--- src/rtl/pipe_buf_reg_pkg.sv ---
// Shared definitions for the pipelined RV core buffers and its load/run sequencer.
//   ctrl_state_e : states of the load/run sequencer
//   BEAT_BYTES   : address step per load beat (two 32-bit words)
package Pipe_Buf_Reg_PKG;

    typedef enum logic [2:0] {
        IDLE  = 3'd0,
        LOAD  = 3'd1,
        DRAIN = 3'd2,
        RUN   = 3'd3,
        DONE  = 3'd4
    } ctrl_state_e;

    localparam int BEAT_BYTES = 8;

endpackage

--- src/rtl/pipe_load_run_ctrl_load_ptr.sv ---
// load_ptr: byte-address pointer that advances one load beat (BEAT_BYTES) per inc.
// Ports:
//   clk, reset  : clock, asynchronous active-low reset
//   clear       : synchronous return to address 0
//   inc         : advance by BEAT_BYTES, modulo 2^DM_ADDRESS
//   ptr         : current pointer value
//   wrap        : high in the cycle an inc carries the pointer past the top back to 0
module load_ptr
    import Pipe_Buf_Reg_PKG::*;
#(
    parameter int DM_ADDRESS = 9
) (
    input  logic                  clk,
    input  logic                  reset,
    input  logic                  clear,
    input  logic                  inc,
    output logic [DM_ADDRESS-1:0] ptr,
    output logic                  wrap
);

    // One extra bit catches the carry out of the top of the address space.
    logic [DM_ADDRESS:0] sum;

    assign sum  = {1'b0, ptr} + (DM_ADDRESS+1)'(BEAT_BYTES);
    assign wrap = inc & sum[DM_ADDRESS];

    always_ff @(posedge clk or negedge reset) begin
        if (!reset) begin
            ptr <= '0;
        end else if (clear) begin
            ptr <= '0;
        end else if (inc) begin
            ptr <= sum[DM_ADDRESS-1:0];
        end
    end

endmodule

--- src/rtl/pipe_load_run_ctrl.sv ---
// pipe_load_run_ctrl: sequencer that loads the core's instruction and data
// memories from a host beat stream, then releases the core to run until a
// store to HALT_ADDR or until run_limit cycles have elapsed.
// Ports:
//   clk, reset               : clock, asynchronous active-low reset
//   start                    : begin a load (honoured in IDLE and DONE only)
//   run_limit                : RUN cycle budget, 0 = unlimited
//   ld_valid/ld_ready        : host beat handshake; a beat moves when both are high
//                              on a rising edge; ld_ready is high only in LOAD
//   ld_sel, ld_last          : target memory (0 inst, 1 data), final beat marker
//   ld_data0/ld_data1        : low/high word of the beat
//   enable_load_ex_mem       : datapath init/hold enable
//   InstExMem*/DataExMem*    : memory-init address and words
//   wr, addr                 : datapath MEM-stage store strobe and address
//   busy, done, timeout      : status flags
//   overflow                 : sticky, a load pointer wrapped
//   cycle_count              : RUN cycles, saturating
//   state_dbg                : current sequencer state
module pipe_load_run_ctrl
    import Pipe_Buf_Reg_PKG::*;
#(
    parameter int                    DM_ADDRESS = 9,
    parameter int                    DATA_W     = 32,
    parameter int                    CNT_W      = 16,
    parameter logic [DM_ADDRESS-1:0] HALT_ADDR  = 9'h1F8,
    parameter int                    DRAIN_CYC  = 2
) (
    input  logic                  clk,
    input  logic                  reset,
    input  logic                  start,
    input  logic [CNT_W-1:0]      run_limit,
    input  logic                  ld_valid,
    output logic                  ld_ready,
    input  logic                  ld_sel,
    input  logic                  ld_last,
    input  logic [DATA_W-1:0]     ld_data0,
    input  logic [DATA_W-1:0]     ld_data1,
    output logic                  enable_load_ex_mem,
    output logic [DM_ADDRESS-1:0] InstExMemAddress,
    output logic [DATA_W-1:0]     InstExMemData1,
    output logic [DATA_W-1:0]     InstExMemData2,
    output logic [DM_ADDRESS-1:0] DataExMemAddress,
    output logic [DATA_W-1:0]     DataExMemData1,
    output logic [DATA_W-1:0]     DataExMemData2,
    input  logic                  wr,
    input  logic [DM_ADDRESS-1:0] addr,
    output logic                  busy,
    output logic                  done,
    output logic                  timeout,
    output logic                  overflow,
    output logic [CNT_W-1:0]      cycle_count,
    output ctrl_state_e           state_dbg
);

    localparam int DRW = (DRAIN_CYC > 1) ? $clog2(DRAIN_CYC) : 1;
    localparam logic [DRW-1:0] DRAIN_LAST = DRW'(DRAIN_CYC - 1);

    ctrl_state_e           state, state_next;
    logic [DRW-1:0]        drain_cnt;
    logic                  beat, halt, limit_hit;
    logic                  ptr_clear, inst_inc, data_inc;
    logic [DM_ADDRESS-1:0] inst_ptr, data_ptr;
    logic                  inst_wrap, data_wrap;

    load_ptr #(.DM_ADDRESS(DM_ADDRESS)) u_inst_ptr (
        .clk   (clk),
        .reset (reset),
        .clear (ptr_clear),
        .inc   (inst_inc),
        .ptr   (inst_ptr),
        .wrap  (inst_wrap)
    );

    load_ptr #(.DM_ADDRESS(DM_ADDRESS)) u_data_ptr (
        .clk   (clk),
        .reset (reset),
        .clear (ptr_clear),
        .inc   (data_inc),
        .ptr   (data_ptr),
        .wrap  (data_wrap)
    );

    assign state_dbg = state;

    always_comb begin
        state_next = state;
        ptr_clear  = 1'b0;
        inst_inc   = 1'b0;
        data_inc   = 1'b0;
        beat       = ld_valid && ld_ready;
        halt       = wr && (addr == HALT_ADDR);
        // Compared one bit wider so a saturated count never aliases to a small limit.
        limit_hit  = (run_limit != '0) &&
                     (({1'b0, cycle_count} + (CNT_W+1)'(1)) == {1'b0, run_limit});
        case (state)
            IDLE, DONE: begin
                if (start) begin
                    state_next = LOAD;
                    ptr_clear  = 1'b1;
                end
            end
            LOAD: begin
                if (beat) begin
                    inst_inc = !ld_sel;
                    data_inc = ld_sel;
                    if (ld_last) state_next = DRAIN;
                end
            end
            DRAIN: begin
                if (drain_cnt == DRAIN_LAST) state_next = RUN;
            end
            RUN: begin
                if (halt || limit_hit) state_next = DONE;
            end
            default: state_next = IDLE;
        endcase
    end

    // Flags are derived from the next state so every output is registered and
    // stays aligned with the state register.
    always_ff @(posedge clk or negedge reset) begin
        if (!reset) begin
            state              <= IDLE;
            drain_cnt          <= '0;
            enable_load_ex_mem <= 1'b1;
            ld_ready           <= 1'b0;
            busy               <= 1'b0;
            done               <= 1'b0;
            timeout            <= 1'b0;
            overflow           <= 1'b0;
            cycle_count        <= '0;
            InstExMemAddress   <= '0;
            InstExMemData1     <= '0;
            InstExMemData2     <= '0;
            DataExMemAddress   <= '0;
            DataExMemData1     <= '0;
            DataExMemData2     <= '0;
        end else begin
            state              <= state_next;
            enable_load_ex_mem <= (state_next == IDLE) || (state_next == LOAD) ||
                                  (state_next == DRAIN);
            ld_ready           <= (state_next == LOAD);
            busy               <= (state_next == LOAD) || (state_next == DRAIN) ||
                                  (state_next == RUN);
            done               <= (state_next == DONE);

            drain_cnt <= (state == DRAIN) ? drain_cnt + DRW'(1) : '0;

            if (ptr_clear) begin
                overflow    <= 1'b0;
                timeout     <= 1'b0;
                cycle_count <= '0;
            end

            if (inst_inc) begin
                InstExMemAddress <= inst_ptr;
                InstExMemData1   <= ld_data0;
                InstExMemData2   <= ld_data1;
            end
            if (data_inc) begin
                DataExMemAddress <= data_ptr;
                DataExMemData1   <= ld_data0;
                DataExMemData2   <= ld_data1;
            end
            if (inst_wrap || data_wrap) overflow <= 1'b1;

            if (state == RUN) begin
                if (cycle_count != '1) cycle_count <= cycle_count + CNT_W'(1);
                // A halt in the same cycle as the limit is a clean halt.
                if (!halt && limit_hit) timeout <= 1'b1;
            end
        end
    end

endmodule

--- config.mk ---
export PLATFORM = sky130hd
export DESIGN_NAME = pipe_load_run_ctrl
export DESIGN_NICKNAME = d
export VERILOG_FILES = /design/src/rtl/pipe_buf_reg_pkg.sv /design/src/rtl/pipe_load_run_ctrl_load_ptr.sv /design/src/rtl/pipe_load_run_ctrl.sv
export SDC_FILE = /design/constraint.sdc
export NUM_CORES = 1
export LEC_CHECK = 0
export ABC_AREA = 1
export CAP_MARGIN = 0
export CORE_ASPECT_RATIO = 2
export CORE_MARGIN = 1.5
export CORE_UTILIZATION = 50
export CTS_BUF_LIST = sky130_fd_sc_hd__clkbuf_8
export CTS_CLUSTER_DIAMETER = 60
export DETAILED_ROUTE_END_ITERATION = 7
export PLACE_DENSITY_LB_ADDON = 0.25
export SLEW_MARGIN = 20
export SYNTH_ARGS = -nofsm -noshare
export SYNTH_HDL_FRONTEND = slang
export SYNTH_SLANG_ARGS = --single-unit
--- constraint.sdc ---
create_clock -name clk -period 3.7 [get_ports clk]
set_clock_uncertainty 0.2 [all_clocks]
set_input_delay 0.925 -clock clk [delete_from_list [all_inputs] [get_ports clk]]
set_output_delay 0.925 -clock clk [all_outputs]
set_load 0.05 [all_outputs]
### Yosys cells after proc, flatten, opt, wreduce, memory -nomap -nowiden

Cells that the tools add are included.

* multiplexer cells: 25
* bitwise logic cells: 2
* equal/unequal tests: 11
* reductions and logical operators: 19
* add/sub/neg operators: 5

Operator list (number)
* $mux 16: 3
* $mux 9: 4
* $add 9x4->10 const B: 2
* $add 16x1->17 const B: 1
* $eq 17x16->1: 1
* $add 16x1->16 const B: 1
* $ne 16x16->1 const B: 1
* $reduce_bool 16->1: 1
* $mux 3: 5
* $eq 3x2->1 const B: 4
* $mux 1: 12
* $pmux 3 s4: 1
* $eq 9x9->1 const B: 1
* $eq 3x1->1 const B: 2
* $eq 3x3->1 const B: 2
* $logic_not 3->1: 2
* $logic_or 1x1->1: 6
* $reduce_bool 2->1: 3
* $logic_and 1x1->1: 4
* $and 1x1->1: 2
* $logic_not 1->1: 2
* $reduce_or 2->1: 1
* $add 1x1->1 const B: 1

* register bits: 190
* word-level logic and storage cells: 79
* input port bits: 96
* output and inout port bits: 171

### Logic depth before layout (Yosys ltp)

Gate-level depths: netlist of run 1.

* depth after elaboration: 9
* gate-level depth with buffers: 16
* mapped depth without buffers: 16

### Modules after synthesis

A second synthesis of run 1 with hierarchy kept.

* cells, all modules: 946
* area, all modules: 7962.6 sq um

By module, submodules not included
* pipe_load_run_ctrl: times used 1, area each 7247.0 sq um, sequential area each 4305.4 sq um, cells an instance 852
* load_ptr: times used 2, area each 357.8 sq um, sequential area each 150.1 sq um, cells an instance 47

### Least setup slack after synthesis of run 1

OpenSTA, ideal clock, no wires.

* path type: reg2reg
* from: register cycle_count[0]
* to: register enable_load_ex_mem
* setup slack: 1.315 ns
* data arrival time: 2.104 ns
* cell stages (with the launch flop): 15
* clock period less this slack: 2.385 ns
* data required time: 3.419 ns
* buffers on the path: 0
* setup time: 0.081 ns
* cell sequence: dfrtp_1 -> ha_1 -> nand3_1 -> nor2_1 -> nand2_1 -> nand3_1 -> nand2_1 -> nor2_1 -> nand2_1 -> nor2_1 -> nand3_2 -> nand2_1 -> nand2_2 -> nand2_1 -> a21oi_1

* longest elaborated chain between the ends: 9
* elaborated cells on any way between the ends: 11
* those cells by class: 1 x add/sub; 3 x eq/ne; 2 x mux; 5 x reduce/logical

Ends and longest elaborated chain
* start: declaration: line pipe_load_run_ctrl.sv:51 `output logic [CNT_W-1:0] cycle_count,`
* start signal: assignment: line pipe_load_run_ctrl.sv:168 `if (cycle_count != '1) cycle_count <= cycle_count + CNT_W'(1);`
* $add 16x1->17 (*): line pipe_load_run_ctrl.sv:94 `(({1'b0, cycle_count} + (CNT_W+1)'(1)) == {1'b0, run_limit});`
* $eq 17x16->1 (*): line pipe_load_run_ctrl.sv:94
* $logic_and 1x1->1 (*): line pipe_load_run_ctrl.sv:93 `limit_hit = (run_limit != '0) &&`
* $logic_or 1x1->1 (*): line pipe_load_run_ctrl.sv:113 `if (halt || limit_hit) state_next = DONE;`
* $mux 3 (*): line pipe_load_run_ctrl.sv:113
* $pmux 3 s4 (*): line pipe_load_run_ctrl.sv:95 `case (state)`
* $eq 3x1->1 / $logic_not 3->1 (equally long branches): line pipe_load_run_ctrl.sv:140 `enable_load_ex_mem <= (state_next == IDLE) || (state_next == LOAD) ||`
* $logic_or 1x1->1: line pipe_load_run_ctrl.sv:140
* $logic_or 1x1->1 (*): line pipe_load_run_ctrl.sv:140
* end signal: assignment: line pipe_load_run_ctrl.sv:140
* end: declaration: line pipe_load_run_ctrl.sv:38 `output logic enable_load_ex_mem,`

Every way passes the cells marked *; elsewhere a longest branch is shown, timed or not.
A chain may end at the register's enable or synchronous reset.

### Final worst setup path of run 1

* from: register cycle_count[10]
* to: output port cycle_count[10]

No word-level cell between the ends.

==> results.toml, run 1 <==
[sta]
setup_tns_ps = 0
worst_slew_pin_slew_ps = 688
max_freq_mhz = 336
rsz0062_at_grt = "false"
min_period_over_period_pct = 80.3
hold_violations = 0
setup_viol = 0
slew_headroom_pct = 54.1
whs_ps = 250
finalMaxSlewViolations = 0
period_needed_ps = 2970

[grt]
antenna_found_initial = 1
track_usage_pct = 26.1
grt_max_degree = 145
grt-ovfl-total = 0
grt_pass1_wl_um = 32800
grt_pass1_vias = 6784

[floorplanning]
rows = 63
die_h_um = 177
fp.coreArea_sq_um = 14800
die-area_sq_um = 16000
num_io_pins = 267
initial_core_util_pct = 51.4
dieWidth_um = 90.2

[logic_synthesis]
yosysTopAreaCell = "dfrtp_1"
yosysMostFrequentCell = "nand2_1"
synth-main-ff-cell = "dfrtp_1"
ys_warn_count = 0
synth_async_sr_flop_share_pct = 100
ys_ff_latch = 178
synth-seq-area-share_pct = 58.5
synth_cell_type_count = 35
synth_cells = 865
yosys-top-cells-count = "229 x nand2_1, 177 x dfrtp_1, 150 x o21ai_0"
synth_compound_area_share_pct = 12.5
synth-edff-count = 0
synth_top_area_share_pct = 58.2
synth-simple-area-share_pct = 18.8
synthesis.area_sq_um = 7610
syn_area_per_cell_sq_um = 8.80
synth_top_family_by_area = "simple AND/OR/NAND/NOR gates"
yosys-top-cells-area = "dfrtp_1 58%, nand2_1 11%, o21ai_0 9.9%, inv_1 5.9%, nand3_1 2.1%"
synth-xor-area-share_pct = 1.35
synth_mux_area_share_pct = 0
synth-adder-area-share_pct = 0.493

[drt]
dr_total_vias = 6697
initialDrtViolationCount = 321
wl_per_cell_um = 15.2
first_pass_iters = 5
route.detailed.drc = 0
ant_nets = 0
vias_per_cell = 5.05
drt_wl_total_um = 20100

[pwr]
leakagePower_nw = 5.08
peakVddDrop_mv = 0.667
powerDensity_nw_per_um2 = 995

[flow_run]
max_cap_violations = 0

[finish]
drive_above_1_share_pct = 5.58
finalNetCount = 1216
synthToLayoutAreaGrowth_pct = 41.8

[worst_setup_path]
cp_data_arrival_time_ps = 1850
crit_type = "flop to output port"
end_kind = "output port"
startpoint_type = "flop"
cp_max_fo = 6
max_stage_delay_ps = 860
cpLargestDelayFamily = "buffers and inverters"
path_buf_inv = 1
critPathSlowestCell = "clkdlybuf4s50_1"
worstPathRequired_ps = 2570
crit_chain = "clkdlybuf4s50_1"

[cts]
htreeDepth = 4
cts_tree = "yes"
clk-insertion-delay-late_ps = 470
root_buffer = "clkbuf_8"
ctsResizeCount = 0
ctsLongestPathBuffers = 2
path_clk_slew_ps = 100
postCtsHoldBufs = 0
post_cts_buffers = 0
clkSinkCount = 178
numCtsBuffers = 17

[place]
numPortBuffers = 260
globalplace.congestion = 0.940
hpwl_um = 14800

[hold_path]
hold_class = "primary input to asynchronous set/reset pin"

[run_status]
run_status = "finished, final reports clean"
-- worst reg2reg max path, stage by stage (launching register included) --
cell and delay (ps):
dfrtp_1 480, ha_1 250, nand3_1 150, nor2_1 250
nand2_1 120, nand3_1 110, nand2_1 50, nor2_1 120
nand2_1 60, nor2_1 150, nand3_2 110, nand2_1 90
nand2_2 80, nand2_1 80, a21oi_1 60
-- per-layer routing --
layer  global-route usage [%]  part of all wire (%)
met5                        0                     0
met2                     46.4                    53
met1                     28.1                    36
met3                     6.17                   5.8
met4                     14.7                   4.8
-- path summary, 6_finish.rpt --
check | start | to | slack, ps | cells after the start
hold / removal | reset | InstExMemData1[24] | 250 | 1
setup reg to reg | cycle_count[0] | enable_load_ex_mem | 1290 | 14
min in group clk | drain_cnt | drain_cnt | 260 | 1
hold reg to reg | drain_cnt | drain_cnt | 260 | 1
max in group asynchronous | reset | InstExMemData1[6] | 2220 | 2
setup / recovery | cycle_count[10] | cycle_count[10] | 730 | 1
-- through the flow --
| stage | util [%] | power [mW] | setup slack [ps] | instances | cell area, sq um |
|---|---|---|---|---|---|
| after floorplan | - | 7.24 | 1320 | 870 | 7630 |
| after global placement | 70.2 | 9.40 | 880 | 1293 | 10400 |
| after detailed placement | 70.2 | 9.50 | 861 | 1293 | 10400 |
| after CTS | 72.8 | 10.8 | 701 | 1325 | 10800 |
| after global routing | 72.8 | 11.3 | 682 | 1326 | 10800 |
| final | 72.8 | 10.7 | 728 | 1326 | 10800 |
-- final cells by class --
class | instances | area (sq um)
clock inverter | 15 | 143
inverter | 120 | 450
clock buffer | 17 | 234
sequential | 178 | 4460
timing repair buffer | 268 | 2700
fill | 1150 | 4030
multi-input combinational | 532 | 2560
tap | 195 | 244
antenna | 1 | 2.50
-- cells by family after synthesis --
family	Yosys count
AOI/OAI and AO/OA	180
xor gates and xnor gates	7
adders and majority gates	3
buffers and inverters	160
DFF	178
other	1
and+or+nand+nor	336
-- where the power goes --
part / leakage, nW / switching, mW / internal, mW
combinational: 2.60 / 4.19 / 1.93
clock: 0.190 / 0.787 / 0.501
sequential: 2.29 / 0.546 / 2.78
total: 5.08 / 5.52 / 5.21
-- layout by cell type, fill, tap and decap left out, types with 2 or more instances in the layout --
cell type	netlist	final
a211oi_1	3	3
a21boi_2	2	2
a21oi_1	8	8
buf_12	0	3
buf_4	6	5
clkbuf_8	0	17
clkdlybuf4s50_1	0	259
clkinv_4	0	3
clkinvlp_4	0	2
conb_1	1	6
dfrtp_1	177	177
ha_1	3	3
inv_1	119	119
inv_6	0	2
inv_8	0	7
nand2_1	229	229
nand2_2	5	4
nand3_1	32	32
nand3_2	4	3
nand3b_1	4	4
nand4_1	8	8
nor2_1	37	37
nor2_2	3	3
nor2_4	3	3
nor3_1	8	8
o21ai_0	150	150
o21ai_2	2	2
o22ai_1	11	11
xnor3_1	3	3
xor2_1	3	3
-- flip-flops by register name, indices dropped and copies added (netlist names), 3 cells and up --
register	count
u_inst_ptr.ptr	6
DataExMemAddress	6
state_dbg	3
InstExMemData1	32
u_data_ptr.ptr	6
InstExMemAddress	6
cycle_count	16
DataExMemData2	32
DataExMemData1	32
InstExMemData2	32
No activity file was read; power rests on OpenSTA's default activity.
==> inputs of run 2 (changes only) <==
CORE_UTILIZATION = 42   (was 50)
clock period = 2.4 ns   (was 3.7 ns; I/O delays follow)
==> run 2 against run 1 <==
Compared with the run above:
- flip-flop and latch count is the same
- first-iteration DRC count shrank 12%
- combinational power grew 43%
- total power grew 50%
- sequential share of layout area shrank 0.087 points
- core utilization shrank 12 points
- cell area grew 0.27%
- setup slack lost 610 ps
- sequential power grew 53%
- global-route usage shrank 4.2 points
- via count shrank 2.0%
- die area grew 19%
==> results.toml, run 2 (synthesis gave the netlist of run 1 again) <==
[worst_setup_path]
crit_chain = "dlygate4sd2_1"
critPathSlowestCell = "dlygate4sd2_1"
end_kind = "output port"
reg2reg_to = "enable_load_ex_mem"
path_buf_inv = 1
crit_type = "flop to output port"
cp_data_arrival_time_ps = 1480
max_stage_delay_ps = 560
cpLargestDelayFamily = "buffers and inverters"
timing.rr.start = "cycle_count[0]"
worstPathRequired_ps = 1600
timing.reg2reg.setup_slack_ps = 140
startpoint_type = "flop"
reg2reg_depth = 13
cp_max_fo = 5

[run_status]
run_status = "finished, final reports clean"

[finish]
final_util_pct = 60.8
final_common_cell = "nand2_1"
regArea_sq_um = 4460
fin_area_sq_um = 10800
layout_common_cells = "227 x nand2_1, 175 x dfrtp_1, 149 x o21ai_0, 129 x dlygate4sd2_1, 119 x inv_1"
finalNetCount = 1236
multi_input_area_sq_um = 2600
n_antenna_cell = 0
drive_above_1_share_pct = 11.2
fillers = 1601
synthToLayoutAreaGrowth_pct = 42.2

[grt]
track_usage_pct = 21.8
grt_max_degree = 81
antenna_found_initial = 0
grt_pass1_vias = 6426
grt_pass1_wl_um = 32600
grt-ovfl-total = 0

[floorplanning]
dieWidth_um = 98.2
num_io_pins = 267
fp.coreArea_sq_um = 17800
die_h_um = 193
initial_core_util_pct = 42.8
die-area_sq_um = 19000
rows = 69

[drt]
drt_wl_total_um = 20700
ant_nets = 0
first_pass_iters = 4
vias_per_cell = 4.82
initialDrtViolationCount = 283
route.detailed.drc = 0
dr_total_vias = 6565
wl_per_cell_um = 15.2

[hold_path]
hold_end = "drain_cnt"
hold-path-cell-count = 1
hp-start = "drain_cnt"
hold_class = "flop to flop"

[sta]
hold_violations = 0
setup_viol = 0
slew_headroom_pct = 60.1
finalMaxSlewViolations = 0
worst_slew_pin_slew_ps = 598
max_freq_mhz = 438
setup_slack_ps = 115
period_needed_ps = 2280
min_period_over_period_pct = 95.2
setup_tns_ps = 0

[place]
place_area_sq_um = 10500
numPortBuffers = 260
dp_slack_ps = -105
globalplace.congestion = 0.888
hpwl_um = 15200

[pwr]
powerDensity_nw_per_um2 = 1490
p_total_mw = 16.1
peakVddDrop_mv = 0.815
leakagePower_nw = 5.64

[cts]
path_clk_slew_ps = 100
root_buffer = "clkbuf_8"
numCtsBuffers = 17
cts_tree = "yes"
htreeDepth = 4
clk-insertion-delay-late_ps = 460
ctsLongestPathBuffers = 2
clkSinkCount = 178

[flow_run]
max_cap_violations = 0
-- run 2: power breakdown --
part | internal (mW) | switching (mW) | total [mW]
sequential | 4.28 | 0.802 | 5.08
clock | 1.06 | 1.16 | 2.22
combinational | 2.28 | 6.50 | 8.78
total | 7.62 | 8.45 | 16.1
-- run 2: worst reg2reg max path: cells and delay by family, from the launching register on --
family / cells / cell delay (ps)
buf+inv: 2 / 290
xor+xnor: 1 / 240
compound gates: 1 / 60
simple gates: 9 / 950
flops: 1 / 450
-- run 2: worst max-delay path by stage --
stage,start,cells after the start,end
after floorplan,cycle_count[0],14,enable_load_ex_mem
after global placement,ld_valid,10,u_inst_ptr.ptr[8]
after detailed placement,ld_valid,10,u_inst_ptr.ptr[8]
after CTS,cycle_count[3],1,cycle_count[3]
after global routing,cycle_count[0],13,enable_load_ex_mem
final,cycle_count[4],1,cycle_count[4]
-- run 2: layer usage --
| metal | global-route usage [%] | part of all wire, % | vias up |
|---|---|---|---|
| met1 | 22.9 | 37 | 3035 |
| met3 | 5.24 | 5.3 | 44 |
| li1 | - | - | 3277 |
| met2 | 39.2 | 53 | 209 |
| met5 | 0 | 0 | - |
| met4 | 12.4 | 4.2 | 0 |
-- run 2: stage by stage --
stage | cells | hold WS (ps)
finish | 1363 | 257
global route | 1363 | 301
CTS | 1360 | 254
detailed placement | 1327 | 242
global placement | 1327 | 236
floorplan | 870 | 104
-- run 2: final cells by class --
| class | instances | area share [%] |
|---|---|---|
| clock inverter | 15 | 1.76 |
| tap | 213 | 2.46 |
| timing repair buffer | 288 | 24.2 |
| multi-input combinational | 532 | 24.0 |
| inverter | 120 | 4.16 |
| sequential | 178 | 41.2 |
| clock buffer | 17 | 2.16 |
-- run 2: repair_timing --
action                                  in CTS  in global routing
endpoints found under the hold margin       22                  0
resized for setup                          129                 15
buffers inserted                             0                  3
pin swaps                                    0                  2
endpoints found under the setup margin     129                  4
hold buffers                                 1                  0
==> inputs of run 3 (changes only) <==
PLACE_DENSITY_LB_ADDON = 0.08   (was 0.25)
==> run 3 against run 2 <==
Compared with the run above:
- setup slack improved by 18 ps
- count of clock-buffer cells in the layout rose by 2
- worst hold slack better by 12 ps
- final cell count about the same
- total power decreased by 0.99%
- via count shrank 0.12%
- combinational power fell by 0.5%
- first-iteration DRC count shrank 14%
- critical endpoint unchanged
- highest routed layer unchanged
==> results.toml, run 3 (synthesis gave the netlist of run 1 again) <==
[pwr]
powerDensity_nw_per_um2 = 1470
peakVddDrop_mv = 0.935
leakagePower_nw = 5.63

[sta]
worst_slew_pin_slew_ps = 544
min_period_over_period_pct = 94.4
hold_violations = 0
finalMaxSlewViolations = 0
period_needed_ps = 2270
rsz0062_at_grt = "false"
setup_viol = 0
slew_headroom_pct = 63.9
max_freq_mhz = 441

[finish]
final_util_pct = 60.8
fillers = 1616
multi_input_area_sq_um = 2590
finalNetCount = 1237
n_antenna_cell = 0
fin_area_sq_um = 10800
synthToLayoutAreaGrowth_pct = 42.2
drive_above_1_share_pct = 11.1
layout_common_cells = "229 x nand2_1, 175 x dfrtp_1, 149 x o21ai_0, 126 x dlygate4sd2_1, 119 x inv_1"
regArea_sq_um = 4460
final_common_cell = "nand2_1"

[place]
place_area_sq_um = 10500
globalplace.congestion = 0.908
hpwl_um = 14800
numPortBuffers = 260

[worst_setup_path]
path_buf_inv = 1
cp_max_fo = 5
end_kind = "output port"
crit_type = "flop to output port"
startpoint_type = "flop"
critPathSlowestCell = "dlygate4sd2_1"
worstPathRequired_ps = 1600
cp_data_arrival_time_ps = 1470
crit_chain = "dlygate4sd2_1"
max_stage_delay_ps = 560
cpLargestDelayFamily = "buffers and inverters"

[drt]
dr_total_vias = 6557
wl_per_cell_um = 14.9
drt_wl_total_um = 20300
ant_nets = 0
first_pass_iters = 5
initialDrtViolationCount = 243
route.detailed.drc = 0
vias_per_cell = 4.81

[cts]
clk-insertion-delay-late_ps = 460
htreeDepth = 4
clkSinkCount = 178
numCtsBuffers = 17
root_buffer = "clkbuf_8"
cts_tree = "yes"
ctsLongestPathBuffers = 2
path_clk_slew_ps = 100

[floorplanning]
dieWidth_um = 98.2
num_io_pins = 267
die_h_um = 193
fp.coreArea_sq_um = 17800
initial_core_util_pct = 42.8
die-area_sq_um = 19000
rows = 69

[hold_path]
hold_class = "flop to flop"

[flow_run]
max_cap_violations = 0

[grt]
grt_pass1_vias = 6533
grt-ovfl-total = 0
antenna_found_initial = 0
track_usage_pct = 21.8
grt_max_degree = 102
grt_pass1_wl_um = 32700

[run_status]
run_status = "finished, final reports clean"
==> run 3: layer usage <==
layer	global-route usage (%)	wire, um	vias up
met4	9.75	699	0
met3	5.46	1110	40
met2	39.1	10800	212
met5	0	0	-
li1	-	-	3281
met1	23.9	7680	3024
==> run 3: where the power goes <==
part | internal [mW] | total, mW | switching [mW]
Sequential | 4.28 | 5.07 | 0.786
Combinational | 2.29 | 8.74 | 6.45
Clock | 0.999 | 2.11 | 1.11
==> run 3: metrics by stage <==
| step | std cells | hold WS, ps | TNS [ps] | setup WS [ps] | power [mW] |
|---|---|---|---|---|---|
| 4_1_cts | 1363 | 273 | 0 | 92.0 | 16.1 |
| 2_1_floorplan | 870 | 104 | 0 | 15.2 | 11.2 |
| 3_3_place_gp | 1330 | 237 | -2240 | -137 | 14.6 |
| 6_report | 1364 | 270 | 0 | 133 | 15.9 |
| 5_1_grt | 1364 | 301 | 0 | 20.7 | 16.8 |
| 3_5_place_dp | 1330 | 257 | -3850 | -183 | 14.6 |
==> run 3: timing repair <==
action | 4_1_cts | 5_1_grt
pin swaps | 0 | 2
hold endpoints to repair | 33 | 0
setup endpoints to repair | 126 | 7
buffers inserted | 0 | 1
gates resized for setup | 126 | 10
hold buffers | 1 | 0
==> run 3: layout make-up <==
| cell class | count | share of cell area, % |
|---|---|---|
| well taps | 213 | 2.46 |
| clock inverters | 13 | 1.38 |
| multi-input cells | 532 | 24.0 |
| inverters | 120 | 4.16 |
| clock buffers | 19 | 2.42 |
| repair buffers | 289 | 24.4 |
| flip-flops and latches | 178 | 41.2 |
==> run 3: path summary, 6_finish.rpt <==
kind,to,from,slack (ps),depth (start not counted)
max,cycle_count[4],cycle_count[4],130,1
min,drain_cnt,drain_cnt,270,1
max reg2reg,enable_load_ex_mem,cycle_count[0],210,16
min reg2reg,drain_cnt,drain_cnt,270,1
max in group asynchronous,DataExMemData1[8],reset,940,3
min in group asynchronous,InstExMemData1[20],reset,400,2
